File: config.mk
export PLATFORM = sky130hd
export DESIGN_NAME = digit_shift_register
export DESIGN_NICKNAME = d
export VERILOG_FILES = /design/src/rtl/digit_shift_register.sv
export SDC_FILE = /design/constraint.sdc
export NUM_CORES = 1
export LEC_CHECK = 0
export BUFFER_PORTS_ARGS = -buffer_cell sky130_fd_sc_hd__buf_2
export CELL_PAD_IN_SITES_DETAIL_PLACEMENT = 1
export CELL_PAD_IN_SITES_GLOBAL_PLACEMENT = 1
export CORE_MARGIN = 4
export CORE_UTILIZATION = 37
export DETAILED_ROUTE_END_ITERATION = 8
export PLACE_DENSITY_LB_ADDON = 0.1
export SETUP_SLACK_MARGIN = 0.2
export SLEW_MARGIN = 20
export SYNTH_ARGS = -nofsm -noshare
export SYNTH_HDL_FRONTEND = slang
export SYNTH_SLANG_ARGS = --single-unit
File: constraint.sdc
create_clock -name clk -period 1.8 [get_ports clk]
set_input_delay 0.27 -clock clk [delete_from_list [all_inputs] [get_ports clk]]
set_output_delay 0.27 -clock clk [all_outputs]
set_load 0.01 [all_outputs]
File: src/rtl/digit_shift_register.sv
// digit_shift_register: multi-digit register with keypad shift-in, digit write, parallel load, backspace
// Tracks how many digits have been entered and flags overflow and rejected input.
module digit_shift_register #(
  parameter int WIDTH   = 4,
  parameter int DIGITS  = 4,
  parameter int DECIMAL = 1,
  parameter int AW      = 2
) (
  input  logic                      clk,
  input  logic                      reset,
  input  logic                      clear,
  input  logic                      del,
  input  logic [1:0]                mode,
  input  logic [WIDTH-1:0]          data,
  input  logic [AW-1:0]             wr_addr,
  input  logic [WIDTH*DIGITS-1:0]   load_bus,
  output logic [WIDTH*DIGITS-1:0]   q,
  output logic [$clog2(DIGITS+1)-1:0] count,
  output logic                      full,
  output logic                      empty,
  output logic [WIDTH-1:0]          shift_out,
  output logic                      shift_out_valid,
  output logic                      err
);
  localparam int CW = $clog2(DIGITS+1);
  localparam int N  = WIDTH*DIGITS;
  localparam logic [WIDTH-1:0] MAX_DEC = WIDTH'(9);
  logic [N-1:0]       q_q, q_d, wr_img;
  logic [CW-1:0]      count_q, count_d;
  logic [WIDTH-1:0]   so_q, so_d;
  logic               sov_q, sov_d, err_q, err_d;
  logic               bad_data, bad_addr;
  assign full  = count_q == CW'(DIGITS);
  assign empty = count_q == '0;
  assign bad_data = (DECIMAL != 0) && (data > MAX_DEC);
  assign bad_addr = 32'(wr_addr) >= DIGITS;
  always_comb begin
    wr_img = q_q;
    for (int i = 0; i < DIGITS; i++)
      if (32'(wr_addr) == i) wr_img[i*WIDTH +: WIDTH] = data;
  end
  always_comb begin
    q_d     = q_q;
    count_d = count_q;
    so_d    = so_q;
    sov_d   = 1'b0;
    err_d   = 1'b0;
    if (clear) begin
      q_d     = '0;
      count_d = '0;
    end else if (del) begin
      q_d     = {{WIDTH{1'b0}}, q_q[N-1:WIDTH]};
      count_d = empty ? '0 : count_q - CW'(1);
    end else if (mode == 2'b01) begin
      err_d = bad_data;
      if (!bad_data) begin
        q_d     = {q_q[N-WIDTH-1:0], data};
        count_d = full ? count_q : count_q + CW'(1);
        so_d    = full ? q_q[N-1 -: WIDTH] : so_q;
        sov_d   = full;
      end
    end else if (mode == 2'b10) begin
      err_d = bad_data || bad_addr;
      q_d   = err_d ? q_q : wr_img;
    end else if (mode == 2'b11) begin
      q_d     = load_bus;
      count_d = CW'(DIGITS);
    end
  end
  always_ff @(posedge clk or negedge reset) begin
    if (!reset) begin
      q_q     <= '0;
      count_q <= '0;
      so_q    <= '0;
      sov_q   <= 1'b0;
      err_q   <= 1'b0;
    end else begin
      q_q     <= q_d;
      count_q <= count_d;
      so_q    <= so_d;
      sov_q   <= sov_d;
      err_q   <= err_d;
    end
  end
  assign q               = q_q;
  assign count           = count_q;
  assign shift_out       = so_q;
  assign shift_out_valid = sov_q;
  assign err             = err_q;
endmodule

======== Word-level counts from Yosys, hierarchy flattened ========
Cells that the tools add are included.
word-level totals
  register bits after elaboration ......... 25
  input bits .............................. 28
  output and inout port bits .............. 27
  logic and storage cells ................. 66
operators by class
  $add $sub $neg .......................... 2
  $lt $le $gt $ge ......................... 1
  equality and inequality tests ........... 15
  multiplexer cells ....................... 27
  bitwise operators ....................... 3
  reduce and logical (&&, ||, !) cells .... 10
operator list
  kind                                                                   count
  16-bit 2-to-1 mux                                                      7
  3-bit 2-to-1 mux                                                       8
  5-bit != test, second input constant                                   4
  4-bit AND reduction                                                    5
  4-bit 2-to-1 mux                                                       4
  4-bit != test, second input constant                                   4
  2-bit equality test, second input constant                             4
  1-bit 2-to-1 mux                                                       8
  5-bit AND reduction                                                    1
  5-bit nonzero test                                                     1
  2-bit by 1-bit equality test with 1-bit output, second input constant  2
  4-bit > comparator, second input constant                              1
  4-bit nonzero test                                                     1
  3-bit by 1-bit adder with 3-bit output, second input constant          1
  3-bit equality test, second input constant                             1
  3-bit zero test                                                        1
  1-bit inverter                                                         3
  3-bit by 1-bit subtractor with 3-bit output, second input constant     1
  2-bit zero test                                                        1

======== Logic depth before layout (Yosys ltp) ========
Gate-level depths: netlist of run 1.
  depth after elaboration ................. 7
  mapped depth ............................ 7
  gate-level depth less buffers ........... 7

======== Worst setup path after synthesis of run 1 ========
OpenSTA, ideal clock, no wires.
  path kind ............................... in2reg
  from .................................... in mode[0]
  to ...................................... reg q_q[0] (netlist: q[0])
  setup time .............................. 0.125 ns
  arrival time ............................ 1.640 ns
  required time ........................... 1.675 ns
  setup slack ............................. 0.035 ns
  stages .................................. 7
  path buffers ............................ 1
  cell sequence ........................... inv_1 ha_1 buf_2 or4b_4 a21oi_2 nor2_2 mux2_4
on the way
  longest elaborated chain between the ends .. 5
ends and longest elaborated chain
  element               RTL line  text
  from (decl)           13        input logic [1:0] mode,
  2-bit equality test   62        end else if (mode == 2'b10) begin
  16-bit 2-to-1 mux     62
  16-bit 2-to-1 mux     54        end else if (mode == 2'b01) begin
  16-bit 2-to-1 mux     51        end else if (del) begin
  16-bit 2-to-1 mux     48        if (clear) begin
  to (signal assigned)  78        q_q <= q_d;
  to (decl)             28        logic [N-1:0] q_q, q_d, wr_img;
Parallel ways exist; a longest one is shown, timed or not.
A chain may end at the register's enable or synchronous reset.

======== Worst setup path after layout of run 1 ========
  from .................................... in mode[1]
  to ...................................... reg q_q[0] (netlist: q[0])
Same word-level chain as after synthesis.

==> results of run 1 <==
==> synthesized netlist by cell type (2+ instances only) <==
master,n
a211oi_1,4
a21oi_1,11
a21oi_2,4
a311oi_1,4
and2_1,4
buf_2,4
clkbuf_1,6
dfrtp_1,25
ha_1,7
inv_1,10
mux2_2,6
mux2_4,4
nand2_1,6
nand2b_1,5
nand3b_1,2
nor2_1,8
nor2b_1,8
o21ai_0,20
o21ai_1,2
o22ai_1,7
o41ai_1,12
or2_1,4
==> worst paths after layout <==
kind,start,end,slack [ns],cells after the start
worst max-delay path,mode[1],q[0]$_DFFE_PN0P_,0.22,6
worst min-delay path,reset,shift_out[1]$_DFFE_PN0P_,-0.002,1
worst max register to register,count[0]$_DFFE_PN0P_,count[1]$_DFFE_PN0P_,0.26,6
worst min register to register,shift_out[2]$_DFFE_PN0P_,shift_out[2]$_DFFE_PN0P_,0.51,1
max in group asynchronous,reset,q[10]$_DFFE_PN0P_,1.42,1
min in group clk,load_bus[11],q[11]$_DFFE_PN0P_,0.35,3
==> cell families after synthesis <==
logic type / count (synthesis) / share of synthesized area
flops: 25 / 0.378
fa+ha+maj: 7 / 0.0529
compound gates: 70 / 0.287
buf+inv: 22 / 0.0574
simple gates: 43 / 0.148
mux: 10 / 0.0770
==> sequential cells by signal, indices dropped and copies added, names as in the netlist <==
signal           count
shift_out            4
err                  1
shift_out_valid      1
q                   16
count                3
==> routing by layer <==
layer | GRT usage | share of wire
met1 | 0.262 | 0.40
met2 | 0.398 | 0.53
met3 | 0.0307 | 0.046
met4 | 0.0751 | 0.018
met5 | 0 | 0
==> timing repair <==
| item | in CTS | in global routing |
|---|---|---|
| setup buffers | 2 | 1 |
| setup endpoints to repair | 24 | 19 |
| resized for setup | 11 | 15 |
| pin swaps | 3 | 1 |
==> report_power, final <==
part | switching [mW] | leakage, nW | internal, mW
Sequential | 0.0561 | 0.334 | 0.613
Combinational | 0.271 | 0.797 | 0.231
Clock | 0.178 | 0.0228 | 0.158
Total | 0.505 | 1.15 | 1.00
==> cell type report <==
type	instances	share of cell area
Sequential cell	25	0.271
Tap cell	52	0.0282
Inverter	11	0.0288
Timing Repair Buffer	74	0.192
Multi-Input combinational cell	130	0.460
Clock buffer	4	0.0195
==> critical path: cells and delay by family <==
| family | cells | cell delay, ns |
|---|---|---|
| multiplexers | 1 | 0.32 |
| AO/OA/AOI/OAI | 1 | 0.15 |
| buffers and inverters | 1 | 0.12 |
| adder cells (fa/ha/maj) | 1 | 0.27 |
| AND/OR/NAND/NOR | 2 | 0.60 |
==> stage by stage <==
stage | total power [mW] | std cells | utilization | TNS, ns | instance area (um2)
3_5_place_dp | 1.13 | 289 | 0.489 | -2.64 | 2130
5_1_grt | 1.60 | 296 | 0.529 | 0 | 2300
4_1_cts | 1.49 | 295 | 0.512 | 0 | 2230
3_3_place_gp | 1.11 | 289 | 0.489 | -1.52 | 2130
6_report | 1.51 | 296 | 0.529 | 0 | 2300
2_1_floorplan | 0.916 | 177 | - | 0 | 1730
==> run_results.csv, run 1 <==
group,metric,value,unit
finish,seqCellArea,626,um2
logic_synthesis,ys_seq_area_frac,0.378,
critical_path,cp-end-kind,"flip-flop",
floorplan,io_pins,55,
critical_path,criticalPathCategory,"in2reg",
clock_tree,hold_buffers,0,
timing,min_period_over_period,0.876,
logic_synthesis,synthesis.nets,212,
drt,drcViolationCount,0,
logic_synthesis,async_flop_share,1.00,
status,violations,"hold timing",
power_and_ir_drop,power.leakage,1.15,nW
clock_tree,cts_tree,"built",
logic_synthesis,synth_ff_type,"dfrtp_1",
logic_synthesis,synth.avg_cell_area,9.36,um2
floorplan,core_area,0.00435,mm2
clock_tree,ctsHtreeMaxLevel,1,
timing,setup_ws,0.223,ns
finish,area_growth,39.1,%
timing,rsz0062_at_grt,"true",
finish,final_cell_mix,"buf_2 (52), dfrtp_1 (25), buf_4 (20), o21ai_0 (17), a21oi_1 (11)",
logic_synthesis,yosysWarnings,0,
finish,fill_cells,503,
status,outcome,"finished, violations left",
floorplan,num_rows,24,
clock_tree,clk_path_buf_depth,2,
floorplan,die-area,0.00561,mm2
logic_synthesis,yosysTopAreaCell,"dfrtp_1",
drt,num_vias,1696,
placement,gp_congestion,0.858,
timing,setup-violations-final,0,
timing,finalHoldViolCount,14,
global_route,grt.overflow.total,0,
finish,multi_input_area,0.00106,mm2
timing,timing_worst_slew_pin_value,0.590,ns
hold_path,min_path_type,"in2async",
floorplan,die_w,74.9,um
logic_synthesis,syn_area,0.00166,mm2
placement,place_ws,-0.221,ns
placement,numPortBuffers,54,
logic_synthesis,synth_cell_type_count,36,
logic_synthesis,synth-edff-count,0,
critical_path,cpPeakStageDelay,0.48,ns
finish,drive_gt1_frac,0.475,
clock_tree,cts.sinks,25,
global_route,grt_max_degree,26,
drt,wl_per_cell,19.8,um
critical_path,cp.arrival,1.73,ns
placement,hpwl,4540,um
logic_synthesis,synth_cells,177,
clock_tree,cts_made_buffers,3,
drt,wl,5870,um
power_and_ir_drop,powerDensity,654,mW/mm2
timing,hold_ws,-0.00239,ns
global_route,grt_use_total,0.219,
critical_path,start_kind,"input port",
global_route,grt_pass1_vias,1892,
finish,num-nets-final,280,
logic_synthesis,yosys_register_bits,25,
drt,postRouteAntennaNets,0,
timing,slew_violations,0,
logic_synthesis,yosys.area.top_type_share,0.378,
global_route,grt_pass1_wl,9390,um
clock_tree,clock-root-buffer,"clkbuf_8",
critical_path,crit_chain,"buf_6, ha_1, or4b_4, o31ai_4, nor2_4, mux2_4",
flow_run,cap_viol_max_count,0,
drt,drt-initial-drc-count,90,
power_and_ir_drop,ir_drop,0.000350,V
finish,antenna_cells,0,
critical_path,cp.required,1.96,ns
clock_tree,clkTransAtPathRegs,0.09,ns
critical_path,cp_max_fo,8,
timing,period_minus_slack,1.58,ns
drt,dr.pass1.iters,4,
floorplan,die_h,74.9,um
finish,final_common_cell,"buf_2",
critical_path,cp_slowest_cell,"or4b_4",
floorplan,floorplan.initialDensity,0.380,
timing,maxSlewHeadroom,0.607,
clock_tree,clk_latency,0.27,ns
global_route,antenna_found_initial,0,
logic_synthesis,synth_area_leaders,"dfrtp_1 (38%), o41ai_1 (6.3%), o21ai_0 (6.0%), ha_1 (5.3%), mux2_2 (4.1%)",
timing,fmax,0.634,GHz
timing,skew,0.00372,ns
drt,vias_per_cell,5.73,
No activity file was read; power rests on OpenSTA's default activity.
==> run 2, diff against run 1 <==
--- a/config.mk
+++ b/config.mk
@@ -9,9 +9,11 @@
 export CELL_PAD_IN_SITES_DETAIL_PLACEMENT = 1
 export CELL_PAD_IN_SITES_GLOBAL_PLACEMENT = 1
 export CORE_MARGIN = 4
-export CORE_UTILIZATION = 37
+export CORE_UTILIZATION = 38
+export CTS_BUF_LIST = sky130_fd_sc_hd__clkbuf_2 sky130_fd_sc_hd__clkbuf_4 sky130_fd_sc_hd__clkbuf_8
+export CTS_CLUSTER_SIZE = 20
 export DETAILED_ROUTE_END_ITERATION = 8
-export PLACE_DENSITY_LB_ADDON = 0.1
+export PLACE_DENSITY = 0.89
 export SETUP_SLACK_MARGIN = 0.2
 export SLEW_MARGIN = 20
 export SYNTH_ARGS = -nofsm -noshare
==> run 2 against run 1 <==
Effect of this change:
- the run still ends with hold timing left
- critical endpoint is now q[10]$_DFFE_PN0P_
- critical path depth up 1
- largest cell class unchanged
- clock skew up 0.0022 ns
- cell count up 0.34%
- critical path type unchanged
- core utilization up 4.4 points
- final area up 2.3%
- non-clock buffer count up 2
- via count up 5.4%
- first-iteration DRC count up 90%
- clock-buffer cell count unchanged
==> run_results.csv, run 2 (synthesized netlist as in run 1, its figures left out) <==
group,metric,value,unit
clock_tree,clkTransAtPathRegs,0.10,ns
critical_path,rrSetupSlack,0.25,ns
critical_path,criticalPathCategory,"in2reg",
drt,wl_per_cell,22.2,um
drt,dr.pass1.iters,4,
critical_path,cp.arrival,1.77,ns
floorplan,die-area,0.00548,mm2
floorplan,die_w,74.0,um
critical_path,critPathBufInv,2,
placement,numPortBuffers,54,
power_and_ir_drop,power_frac_clock,0.239,
placement,gp_congestion,0.828,
power_and_ir_drop,internal_power,1.02,mW
finish,num-nets-final,283,
power_and_ir_drop,powerDensity,666,mW/mm2
timing,fmax,0.623,GHz
power_and_ir_drop,net-switching-power,0.547,mW
power_and_ir_drop,ir_drop,0.000270,V
clock_tree,clk_latency,0.28,ns
timing,setup-violations-final,0,
timing,setup_ws,0.196,ns
critical_path,cp_max_fo,4,
power_and_ir_drop,swShare,0.349,
drt,num_vias,1787,
timing,finalHoldViolCount,25,
global_route,grt.overflow.total,0,
clock_tree,ctsHtreeMaxLevel,1,
finish,final_cell_mix,"buf_2 (52), dfrtp_1 (25), buf_4 (21), o21ai_0 (16), a21oi_1 (11)",
timing,rsz0062_at_grt,"false",
clock_tree,clock-root-buffer,"clkbuf_8",
clock_tree,cts_made_buffers,3,
finish,drive_gt1_frac,0.490,
clock_tree,cts_tree,"built",
clock_tree,clk_path_buf_depth,2,
finish,area_growth,42.3,%
floorplan,die_h,74.0,um
finish,fin_cells,297,
clock_tree,cts.sinks,25,
critical_path,r2r_start,"count[0]$_DFFE_PN0P_",
drt,wl,6590,um
critical_path,cp_slowest_cell,"o41ai_2",
critical_path,r2r-end,"shift_out[1]$_DFFE_PN0P_",
timing,min_period_over_period,0.891,
hold_path,min_path_type,"in2async",
global_route,grt_pass1_vias,1905,
critical_path,rr_worst_depth,7,
finish,fill_cells,487,
timing,slew_violations,0,
finish,largest_register_ffs,16,
power_and_ir_drop,seq_power_share,0.429,
status,violations,"hold timing",
power_and_ir_drop,power.leakage,1.18,nW
flow_run,cap_viol_max_count,0,
timing,hold_ws,-0.0232,ns
floorplan,core_area,0.00412,mm2
floorplan,num_rows,23,
placement,place_ws,-0.163,ns
global_route,antenna_found_initial,0,
placement,hpwl,4310,um
timing,timing_worst_slew_pin_value,0.576,ns
finish,final_common_cell,"buf_2",
global_route,grt_pass1_wl,9390,um
timing,period_minus_slack,1.60,ns
timing,skew,0.00591,ns
placement,dp_cells,290,
floorplan,floorplan.initialDensity,0.403,
critical_path,crit_family,"simple AND/OR/NAND/NOR gates",
critical_path,cp.required,1.96,ns
drt,vias_per_cell,6.02,
critical_path,start_kind,"input port",
global_route,grt_use_total,0.223,
finish,antenna_cells,0,
status,outcome,"finished, violations left",
critical_path,cp-end-kind,"flip-flop",
global_route,grt_max_degree,26,
drt,postRouteAntennaNets,0,
floorplan,io_pins,55,
critical_path,crit_chain,"buf_6, inv_12, ha_1, or4b_4, o31ai_2, or2_4, o41ai_2",
timing,maxSlewHeadroom,0.616,
drt,drt-initial-drc-count,171,
finish,fin_util,0.573,
drt,drcViolationCount,0,
power_and_ir_drop,comb_power_share,0.332,
critical_path,cpPeakStageDelay,0.40,ns
[run 2: worst register-to-register path, stage by stage (launching register included)]
cell and delay (ns):
dfrtp_1 0.40, inv_1 0.12, ha_4 0.17, nand2_1 0.07, inv_1 0.11, nand4_1 0.11
buf_4 0.18, mux2_2 0.28
[run 2: worst max-delay path by stage]
stage,startpoint,depth (start not counted),end
after CTS,mode[0],7,q[1]$_DFFE_PN0P_
after global placement,mode[0],7,q[2]$_DFFE_PN0P_
after global routing,mode[0],7,q[10]$_DFFE_PN0P_
after detailed placement,mode[1],7,q[1]$_DFFE_PN0P_
final,mode[0],7,q[10]$_DFFE_PN0P_
after floorplan,mode[1],6,q[0]$_DFFE_PN0P_
[run 2: stage by stage]
step	area (um2)	power (mW)	TNS (ns)
2_1_floorplan	1730	0.916	0
3_3_place_gp	2150	1.11	-1.60
3_5_place_dp	2150	1.13	-2.16
4_1_cts	2260	1.51	0
5_1_grt	2360	1.63	0
6_report	2360	1.57	0
[run 2: per-layer routing]
metal,global-route usage,part of all wire,vias to the layer above,routed length (um)
met4,0.0825,0.028,0,184
met3,0.0324,0.066,17,435
met5,0,0,-,0
li1,-,-,800,-
met2,0.397,0.49,75,3230
met1,0.270,0.42,895,2740
[run 2: what timing repair did]
action,CTS,global route
setup buffers,2,0
pin swaps,1,3
hold buffers,0,0
gates resized for setup,11,19
cloned,0,1
setup endpoints to repair,24,23
[run 2: area by class of cell]
cell class / instances / area [um2] / share of cell area
flip-flops and latches: 25 / 626 / 0.265
well taps: 50 / 62.6 / 0.0265
inverters: 11 / 66.3 / 0.0281
repair buffers: 76 / 452 / 0.192
multi-input cells: 131 / 1100 / 0.468
clock buffers: 4 / 48.8 / 0.0207
[run 2: power by group through the flow]
stage	Combinational, mW	Clock, mW	Sequential [mW]
after floorplan	0.226	0	0.690
after global placement	0.428	0	0.680
after detailed placement	0.444	0	0.682
after CTS	0.472	0.368	0.670
after global routing	0.563	0.385	0.679
final	0.522	0.375	0.673
